**src/rtl/alu_writeback_if.sv**
```systemverilog
// Upstream ALU result bus plus register-file write and exception outputs of the writeback stage.
`timescale 1ns/1ps
interface alu_writeback_if #(
   parameter int unsigned REG_DATA_WIDTH    = 16,
   parameter int unsigned REG_ADDR_WIDTH    = 4,
   parameter int unsigned ALU_CONTROL_WIDTH = 4,
   parameter int unsigned EXC_CNT_WIDTH     = 8
);
   logic                         in_valid;
   logic                         in_ready;
   logic [ALU_CONTROL_WIDTH-1:0] alu_control;
   logic [REG_DATA_WIDTH-1:0]    r;
   logic [REG_DATA_WIDTH-1:0]    s;
   logic                         exc_alu;
   logic [REG_ADDR_WIDTH-1:0]    rd;
   logic                         wb_en;
   logic                         rf_we;
   logic [REG_ADDR_WIDTH-1:0]    rf_waddr;
   logic [REG_DATA_WIDTH-1:0]    rf_wdata;
   logic                         exc_pulse;
   logic [EXC_CNT_WIDTH-1:0]     exc_count;

   modport master (
      output in_valid, alu_control, r, s, exc_alu, rd, wb_en,
      input  in_ready, rf_we, rf_waddr, rf_wdata, exc_pulse, exc_count
   );

   modport slave (
      input  in_valid, alu_control, r, s, exc_alu, rd, wb_en,
      output in_ready, rf_we, rf_waddr, rf_wdata, exc_pulse, exc_count
   );
endinterface

```
**src/rtl/alu_writeback.sv**
```systemverilog
// ALU writeback stage: sequences lower/upper result writes into a single-port
// register file, suppresses writes of faulting ops and counts exceptions.
`timescale 1ns/1ps
module alu_writeback #(
   parameter int unsigned REG_DATA_WIDTH    = 16,
   parameter int unsigned REG_ADDR_WIDTH    = 4,
   parameter int unsigned ALU_CONTROL_WIDTH = 4,
   parameter int unsigned HI_REG            = 0,
   parameter int unsigned EXC_CNT_WIDTH     = 8
) (
   input logic             clk,
   input logic             rst,
   alu_writeback_if.slave  bus
);
   localparam logic [ALU_CONTROL_WIDTH-1:0] OP_NOP  = ALU_CONTROL_WIDTH'(0);
   localparam logic [ALU_CONTROL_WIDTH-1:0] OP_MUL  = ALU_CONTROL_WIDTH'(1);
   localparam logic [ALU_CONTROL_WIDTH-1:0] OP_DIV  = ALU_CONTROL_WIDTH'(2);
   localparam logic [REG_ADDR_WIDTH-1:0]    HI_ADDR = REG_ADDR_WIDTH'(HI_REG);

   typedef enum logic [1:0] {IDLE, WR_LO, WR_HI, EXC} state_t;

   state_t                      state, state_nxt;
   logic                        hi_pend, hi_pend_nxt;
   logic [REG_DATA_WIDTH-1:0]   s_hold, s_hold_nxt;
   logic                        rf_we, rf_we_nxt;
   logic [REG_ADDR_WIDTH-1:0]   rf_waddr, rf_waddr_nxt;
   logic [REG_DATA_WIDTH-1:0]   rf_wdata, rf_wdata_nxt;
   logic                        exc_pulse, exc_pulse_nxt;
   logic [EXC_CNT_WIDTH-1:0]    exc_count, exc_count_nxt;
   logic                        ready_c;
   logic                        accept_c;
   logic                        wide_op_c;

   // Only the first write of a MUL/DIV blocks the input: the upper write is already committed.
   assign ready_c   = !((state == WR_LO) && hi_pend);
   assign accept_c  = bus.in_valid && ready_c;
   assign wide_op_c = (bus.alu_control == OP_MUL) || (bus.alu_control == OP_DIV);

   always_ff @(posedge clk or negedge rst) begin
      if (!rst) begin
         state     <= IDLE;
         hi_pend   <= 1'b0;
         s_hold    <= '0;
         rf_we     <= 1'b0;
         rf_waddr  <= '0;
         rf_wdata  <= '0;
         exc_pulse <= 1'b0;
         exc_count <= '0;
      end else begin
         state     <= state_nxt;
         hi_pend   <= hi_pend_nxt;
         s_hold    <= s_hold_nxt;
         rf_we     <= rf_we_nxt;
         rf_waddr  <= rf_waddr_nxt;
         rf_wdata  <= rf_wdata_nxt;
         exc_pulse <= exc_pulse_nxt;
         exc_count <= exc_count_nxt;
      end
   end

   // Outputs are computed for the state being entered, so each state drives its own write.
   always_comb begin
      state_nxt     = IDLE;
      hi_pend_nxt   = 1'b0;
      s_hold_nxt    = s_hold;
      rf_we_nxt     = 1'b0;
      rf_waddr_nxt  = rf_waddr;
      rf_wdata_nxt  = rf_wdata;
      exc_pulse_nxt = 1'b0;
      exc_count_nxt = exc_count;
      if ((state == WR_LO) && hi_pend) begin
         state_nxt    = WR_HI;
         rf_we_nxt    = 1'b1;
         rf_waddr_nxt = HI_ADDR;
         rf_wdata_nxt = s_hold;
      end else if (accept_c) begin
         if (bus.exc_alu) begin
            state_nxt     = EXC;
            exc_pulse_nxt = 1'b1;
            exc_count_nxt = (&exc_count) ? exc_count : exc_count + EXC_CNT_WIDTH'(1);
         end else if (!bus.wb_en || (bus.alu_control == OP_NOP)) begin
            state_nxt = IDLE;
         end else begin
            state_nxt    = WR_LO;
            hi_pend_nxt  = wide_op_c;
            s_hold_nxt   = bus.s;
            rf_we_nxt    = 1'b1;
            rf_waddr_nxt = bus.rd;
            rf_wdata_nxt = bus.r;
         end
      end
   end

   assign bus.in_ready  = rst && ready_c;
   assign bus.rf_we     = rf_we;
   assign bus.rf_waddr  = rf_waddr;
   assign bus.rf_wdata  = rf_wdata;
   assign bus.exc_pulse = exc_pulse;
   assign bus.exc_count = exc_count;
endmodule

```
**src/flat_wrapper.sv**
```systemverilog
// flat-port wrapper written by rule: the top's interface ports become plain ports
module alu_writeback_flat 
#(
   parameter int unsigned REG_DATA_WIDTH    = 16,
   parameter int unsigned REG_ADDR_WIDTH    = 4,
   parameter int unsigned ALU_CONTROL_WIDTH = 4,
   parameter int unsigned HI_REG            = 0,
   parameter int unsigned EXC_CNT_WIDTH     = 8
)
  (clk, rst, bus_in_valid, bus_alu_control, bus_r, bus_s, bus_exc_alu, bus_rd, bus_wb_en, bus_in_ready, bus_rf_we, bus_rf_waddr, bus_rf_wdata, bus_exc_pulse, bus_exc_count);
  alu_writeback_if #(.REG_DATA_WIDTH(REG_DATA_WIDTH), .REG_ADDR_WIDTH(REG_ADDR_WIDTH), .ALU_CONTROL_WIDTH(ALU_CONTROL_WIDTH), .EXC_CNT_WIDTH(EXC_CNT_WIDTH)) bus_i ();
  input logic clk;
  input logic rst;
  input wire logic [$bits(bus_i.in_valid)-1:0] bus_in_valid;
  input wire logic [$bits(bus_i.alu_control)-1:0] bus_alu_control;
  input wire logic [$bits(bus_i.r)-1:0] bus_r;
  input wire logic [$bits(bus_i.s)-1:0] bus_s;
  input wire logic [$bits(bus_i.exc_alu)-1:0] bus_exc_alu;
  input wire logic [$bits(bus_i.rd)-1:0] bus_rd;
  input wire logic [$bits(bus_i.wb_en)-1:0] bus_wb_en;
  output wire logic [$bits(bus_i.in_ready)-1:0] bus_in_ready;
  output wire logic [$bits(bus_i.rf_we)-1:0] bus_rf_we;
  output wire logic [$bits(bus_i.rf_waddr)-1:0] bus_rf_waddr;
  output wire logic [$bits(bus_i.rf_wdata)-1:0] bus_rf_wdata;
  output wire logic [$bits(bus_i.exc_pulse)-1:0] bus_exc_pulse;
  output wire logic [$bits(bus_i.exc_count)-1:0] bus_exc_count;
  assign bus_i.in_valid = bus_in_valid;
  assign bus_i.alu_control = bus_alu_control;
  assign bus_i.r = bus_r;
  assign bus_i.s = bus_s;
  assign bus_i.exc_alu = bus_exc_alu;
  assign bus_i.rd = bus_rd;
  assign bus_i.wb_en = bus_wb_en;
  assign bus_in_ready = bus_i.in_ready;
  assign bus_rf_we = bus_i.rf_we;
  assign bus_rf_waddr = bus_i.rf_waddr;
  assign bus_rf_wdata = bus_i.rf_wdata;
  assign bus_exc_pulse = bus_i.exc_pulse;
  assign bus_exc_count = bus_i.exc_count;
  alu_writeback #(.REG_DATA_WIDTH(REG_DATA_WIDTH), .REG_ADDR_WIDTH(REG_ADDR_WIDTH), .ALU_CONTROL_WIDTH(ALU_CONTROL_WIDTH), .HI_REG(HI_REG), .EXC_CNT_WIDTH(EXC_CNT_WIDTH)) u_core (.clk(clk), .rst(rst), .bus(bus_i));
endmodule
```
**config.mk**
```make
export PLATFORM = sky130hd
export DESIGN_NAME = alu_writeback_flat
export DESIGN_NICKNAME = d
export VERILOG_FILES = /design/src/rtl/alu_writeback_if.sv /design/src/rtl/alu_writeback.sv /design/src/flat_wrapper.sv
export SDC_FILE = /design/constraint.sdc
export NUM_CORES = 1
export LEC_CHECK = 0
export CORE_UTILIZATION = 49
export CTS_BUF_LIST = sky130_fd_sc_hd__clkbuf_2
export DETAILED_ROUTE_END_ITERATION = 6
export GPL_TIMING_DRIVEN = 1
export PLACE_DENSITY = 0.87
export RECOVER_POWER = 25
export SYNTH_ARGS = -nofsm -noshare
export SYNTH_HDL_FRONTEND = slang
export SYNTH_SLANG_ARGS = --single-unit
```
**constraint.sdc**
```tcl
create_clock -name clk -period 4.2 [get_ports clk]
set_input_delay 1.05 -clock clk [delete_from_list [all_inputs] [get_ports clk]]
set_output_delay 1.05 -clock clk [all_outputs]
set_load 0.02 [all_outputs]
```
# == After elaboration in Yosys (flattened, before gate mapping) ==
# Index checks and enable logic that the tools add are counted.
# op_classes
eq_ne,5
n_reduce_logical,13
bitwise,4
muxes,23
add_sub_neg,1
# op_table
operator,count
$mux 16,4
$mux 4,4
$mux 1,12
$add 8x1->8 const B,1
$reduce_and 4->1,2
$reduce_and 8->1,1
$mux 2,3
$eq 4x1->1 const B,1
$eq 4x2->1 const B,1
$logic_not 4->1,1
$ne 2x1->1 const B,2
$not 1->1,4
$logic_and 1x1->1,3
$reduce_and 3->1,1
$eq 2x1->1 const B,1
$logic_not 1->1,2
$logic_or 1x1->1,2
$reduce_bool 2->1,1
# totals
out_inout_bits,31
in_bits,45
reg_bits,49

# == Depth between registers and ports, before layout ==
# logic_depth
word_depth,6
depth_mapped,6
mapped_depth_nobuf,5

# == Worst setup path before layout ==
# Ideal clock, no wire load.
# synth_timing
path_type,input-to-output
from,in rst
to,out bus_in_ready
stages,1
arrival_time_ns,1.260
path_buffers,0
required_time_ns,3.150
path_slack_ns,1.890
cell_sequence,and2_1
# synth_via
elab_chain_len,1
# synth_lines
element,line_no,rtl
start: declaration,flat_wrapper.sv:13,input logic rst;
$logic_and 1x1->1,alu_writeback.sv:94,assign bus.in_ready = rst && ready_c;
end: declaration,flat_wrapper.sv:21,output wire logic [$bits(bus_i.in_ready)-1:0] bus_in_ready;
# No other way between the ends.

# == Worst setup path after layout ==
# layout_timing
from,reg u_core.state[1]
to,out bus_in_ready
# layout_via
elab_chain_len,4
# layout_lines
element,line_no,rtl
start: declaration,alu_writeback.sv:22,"state_t state, state_nxt;"
start signal: assignment,alu_writeback.sv:50,state <= state_nxt;
$eq 2x1->1,alu_writeback.sv:35,assign ready_c = !((state == WR_LO) && hi_pend);
$logic_and 1x1->1,alu_writeback.sv:35,
$logic_not 1->1,alu_writeback.sv:35,
$logic_and 1x1->1,alu_writeback.sv:94,
# No other way between the ends.

==> impl_results.md <==
- ANT cells: 0
- Top cells by area in the synthesized netlist: sky130_fd_sc_hd__dfrtp_1, sky130_fd_sc_hd__a21oi_1, sky130_fd_sc_hd__mux2_2, sky130_fd_sc_hd__nand2_1, sky130_fd_sc_hd__nor2_1
- Most instantiated flip-flop cell in the synthesis netlist: sky130_fd_sc_hd__dfrtp_1
- Detailed Routing Iterations Pass 1: 4
- Yosys Warn Count: 0
- Arrival time reported for the critical path endpoint: 2360 ps
- Number of remaining DRC errors: 0
- Cts bufs inserted: 5
- Register-to-register setup slack: 2200 ps
- Layout cell share with drive strength beyond 1: 9.74%
- Starting DRC count in detailed routing: 117
- Startpoint Class: flip-flop
- Number of synthesized register bits: 49
- CTS tree: built
- Portion of the post-synthesis area used by sequential elements: 58.5%
- Power Internal: 0.826 mW
- Clock tree root driver cell: sky130_fd_sc_hd__clkbuf_2
- Standard-cell row count: 23
- Synthesized area: 2100 um2
- Antenna violation net count after detailed routing: 0
- Tightest hold margin: 520 ps
- Post-synth EDFFs: 0
- Layout overhead on the synthesized area: 38.4%
- Leakage component of the power: 1.25 nW
- Largest delay share family, worst path: simple AND/OR/NAND/NOR gates
- Delay of the slowest critical-path stage: 590 ps
- Crit. path cell count: 3
- Number of setup violations in the final report: 0
- Cell Area, Placed: 2870 um2
- Combinational share of power: 32.9%
- Area share of the largest cell type after synthesis: 58.5%
- Number of top-level pins: 76
- DPL Wire Length: 3.27 mm
- Leading area contributor after synthesis: sky130_fd_sc_hd__dfrtp_1
- Utilization after layout: 71.5%
- Global routing usage on met1: 26.3%
- Sequential share of power: 52.6%
- Worst clock skew: 22.8 ps
- Detail-routed net length per standard cell: 14.6 um
- Maximum operating frequency: 0.293 GHz
- Clock latency at the later pin of the worst-skew pair: 420 ps
- Global-route met3 utilization: 4.39%
- Clock transition time at the flip-flop clock pins of the worst setup and hold paths: 210 ps
- Number of max-slew violations in the final report: 50
- Post_cts resized: 0
- Highest fanout seen on the critical path: 20
- Path class of the lowest-slack min-delay path: reg -> reg
- Most frequent cells in the layout: sky130_fd_sc_hd__clkdlybuf4s50_1, sky130_fd_sc_hd__dfrtp_1, sky130_fd_sc_hd__a21oi_1
- Worst vdd ir: 0.000436 V
- Number of buffers and inverters on the critical path: 1
- Vias after detailed routing: 1689
- Antenna violations before repair: 0
- Result of the run: finished, violations left
- Clock sink count: 49
- Average via count per standard cell: 5.33
- Synth unique cells: 32
- Path type of the worst setup path: reg -> out
- Routability cong.: 0.767
- Global routing met2 resource utilization: 40.0%
- Critical path required time: 3150 ps
- Switching part of the total power: 33.1%
- Max-cap violation count: 1
- Hold Fails Final Rpt: 0
- GR peak layer: met2
- GRT Util Overall: 22.7%
- Minimum clock period after layout: 3410 ps
- Hold-fix buffers at CTS: 0
- FF-to-FF Start: u_core.state[1]
- Hold-critical path endpoint: u_core.s_hold[13]
- FF-to-FF path depth: 3
- Headroom to the max-slew limit: -65.7%
- Worst hold path startpoint: u_core.s_hold[13]
- Number of nets produced by synthesis: 238
- Final wirelength: 4.64 mm
- Measured slew at the worst slew-check pin: 2490 ps
- Most common cell after layout, fill and taps aside: sky130_fd_sc_hd__clkdlybuf4s50_1
- Syn avg cell area: 10.9 um2
- Count of buffers from port buffering: 75
- Remaining global-route overflow: 0
- Share of synthesized registers carrying an async set or reset: 100%
- Largest net degree at the start of global routing: 50
- Vias in the first global route: 1692
- Die extent in x: 67.4 um
- Cell depth of the worst hold path: 1
- Share of total power in the clock network: 14.5%
- Post-synthesis cell count: 192
- Unrepaired setup endpoints after global routing: false
- Ratio of final minimum period to clock period: 81.2%
- NumNets Final: 312
- CP endpoint kind: output port
- CTS Buffer Depth: 2
- Critical path's slowest cell: sky130_fd_sc_hd__nand3b_1
- Setup Slack @ Placement: 1170 ps
- Wire length of the first global-routing pass: 7.36 mm
- Die ar.: 4540 um2
- Final WS setup: 788 ps
- Area inside the core boundary: 4060 um2
- Violations in the final reports: max-capacitance violations, max-slew violations
- Setup total negative slack: 0 ps
- Initial core utilization: 51.6%
- Total non-filler cell area in the finished layout: 2900 um2
- Endpoint of the lowest-slack register-to-register path: u_core.s_hold[13]
- Pwr Density: 426 nW/um2
- Y dimension of the die: 67.4 um
- Net Sw Power: 0.409 mW
- H-tree levels: 2
- Series of cell instances along the critical path: nand3b_1 > and2_1 > clkdlybuf4s50_1
- Setup Fix Bufs, Post-CTS: 0
[cell type report]
cell class / count / area (um2)
Clock buffer: 5 / 25.0
Tap cell: 50 / 62.6
Timing Repair Buffer: 78 / 763
Sequential cell: 49 / 1230
Clock inverter: 3 / 12.5
Fill cell: 316 / 1160
Multi-Input combinational cell: 132 / 811
[how the worst max path moves through the flow]
| stage | startpoint | to | slack, ps |
|---|---|---|---|
| 6_report | u_core.state[1] | bus_in_ready | 790 |
| 3_3_place_gp | bus_alu_control[0] | u_core.s_hold[9] | 1230 |
| 5_1_grt | u_core.state[1] | bus_in_ready | 610 |
| 3_5_place_dp | bus_alu_control[0] | u_core.s_hold[3] | 1170 |
| 2_1_floorplan | rst | bus_in_ready | 1890 |
| 4_1_cts | u_core.state[1] | bus_in_ready | 750 |
[power groups by stage]
stage               combinational [mW]  clock (mW)  sequential [mW]
finish                           0.406       0.179            0.650
global route                     0.439       0.202            0.663
CTS                              0.411       0.183            0.649
detailed placement               0.409           0            0.659
global placement                 0.398           0            0.655
floorplan                        0.121           0            0.726
[flip-flops by register name, summed over array words and instances (netlist names)]
| name | flops |
|---|---|
| u_core.bus.exc_pulse | 1 |
| u_core.hi_pend | 1 |
| u_core.bus.exc_count | 8 |
| u_core.bus.rf_waddr | 4 |
| u_core.s_hold | 16 |
| u_core.bus.rf_wdata | 16 |
| u_core.bus.rf_we | 1 |
| u_core.state | 2 |
[synthesized netlist by cell type, types with 2 or more instances]
library cell and instances:
sky130_fd_sc_hd__nand4_1 2, sky130_fd_sc_hd__and3_1 2, sky130_fd_sc_hd__nor2_1 17, sky130_fd_sc_hd__xnor2_1 4
sky130_fd_sc_hd__nand3_1 4, sky130_fd_sc_hd__a21oi_1 37, sky130_fd_sc_hd__clkbuf_1 6, sky130_fd_sc_hd__nor4_1 2
sky130_fd_sc_hd__buf_2 3, sky130_fd_sc_hd__xor2_1 2, sky130_fd_sc_hd__dfrtp_1 49, sky130_fd_sc_hd__mux2_2 14
sky130_fd_sc_hd__mux2_1 3, sky130_fd_sc_hd__nand2_1 29
[routing by layer]
metal  routed length [um]  vias to the layer above
met2                 2430                       61
met4                   76                        0
li1                     -                      807
met1                 1890                      814
met3                  236                        7
met5                    0                        -
[metrics by stage]
stage / instances / power [mW]
4_1_cts: 317 / 1.24
3_3_place_gp: 309 / 1.05
5_1_grt: 317 / 1.30
2_1_floorplan: 192 / 0.847
6_report: 317 / 1.23
3_5_place_dp: 309 / 1.07
[cells by family after synthesis]
| group | Yosys count | synth area share (%) |
|---|---|---|
| XOR/XNOR | 6 | 2.51 |
| flip-flops | 49 | 58.5 |
| AND/OR/NAND/NOR | 66 | 15.3 |
| adder cells (fa/ha/maj) | 1 | 0.597 |
| multiplexers | 17 | 9.13 |
| AO/OA/AOI/OAI | 42 | 10.9 |
| buffers and inverters | 11 | 3.04 |
Note: power is estimated with default switching activity, not from simulation.
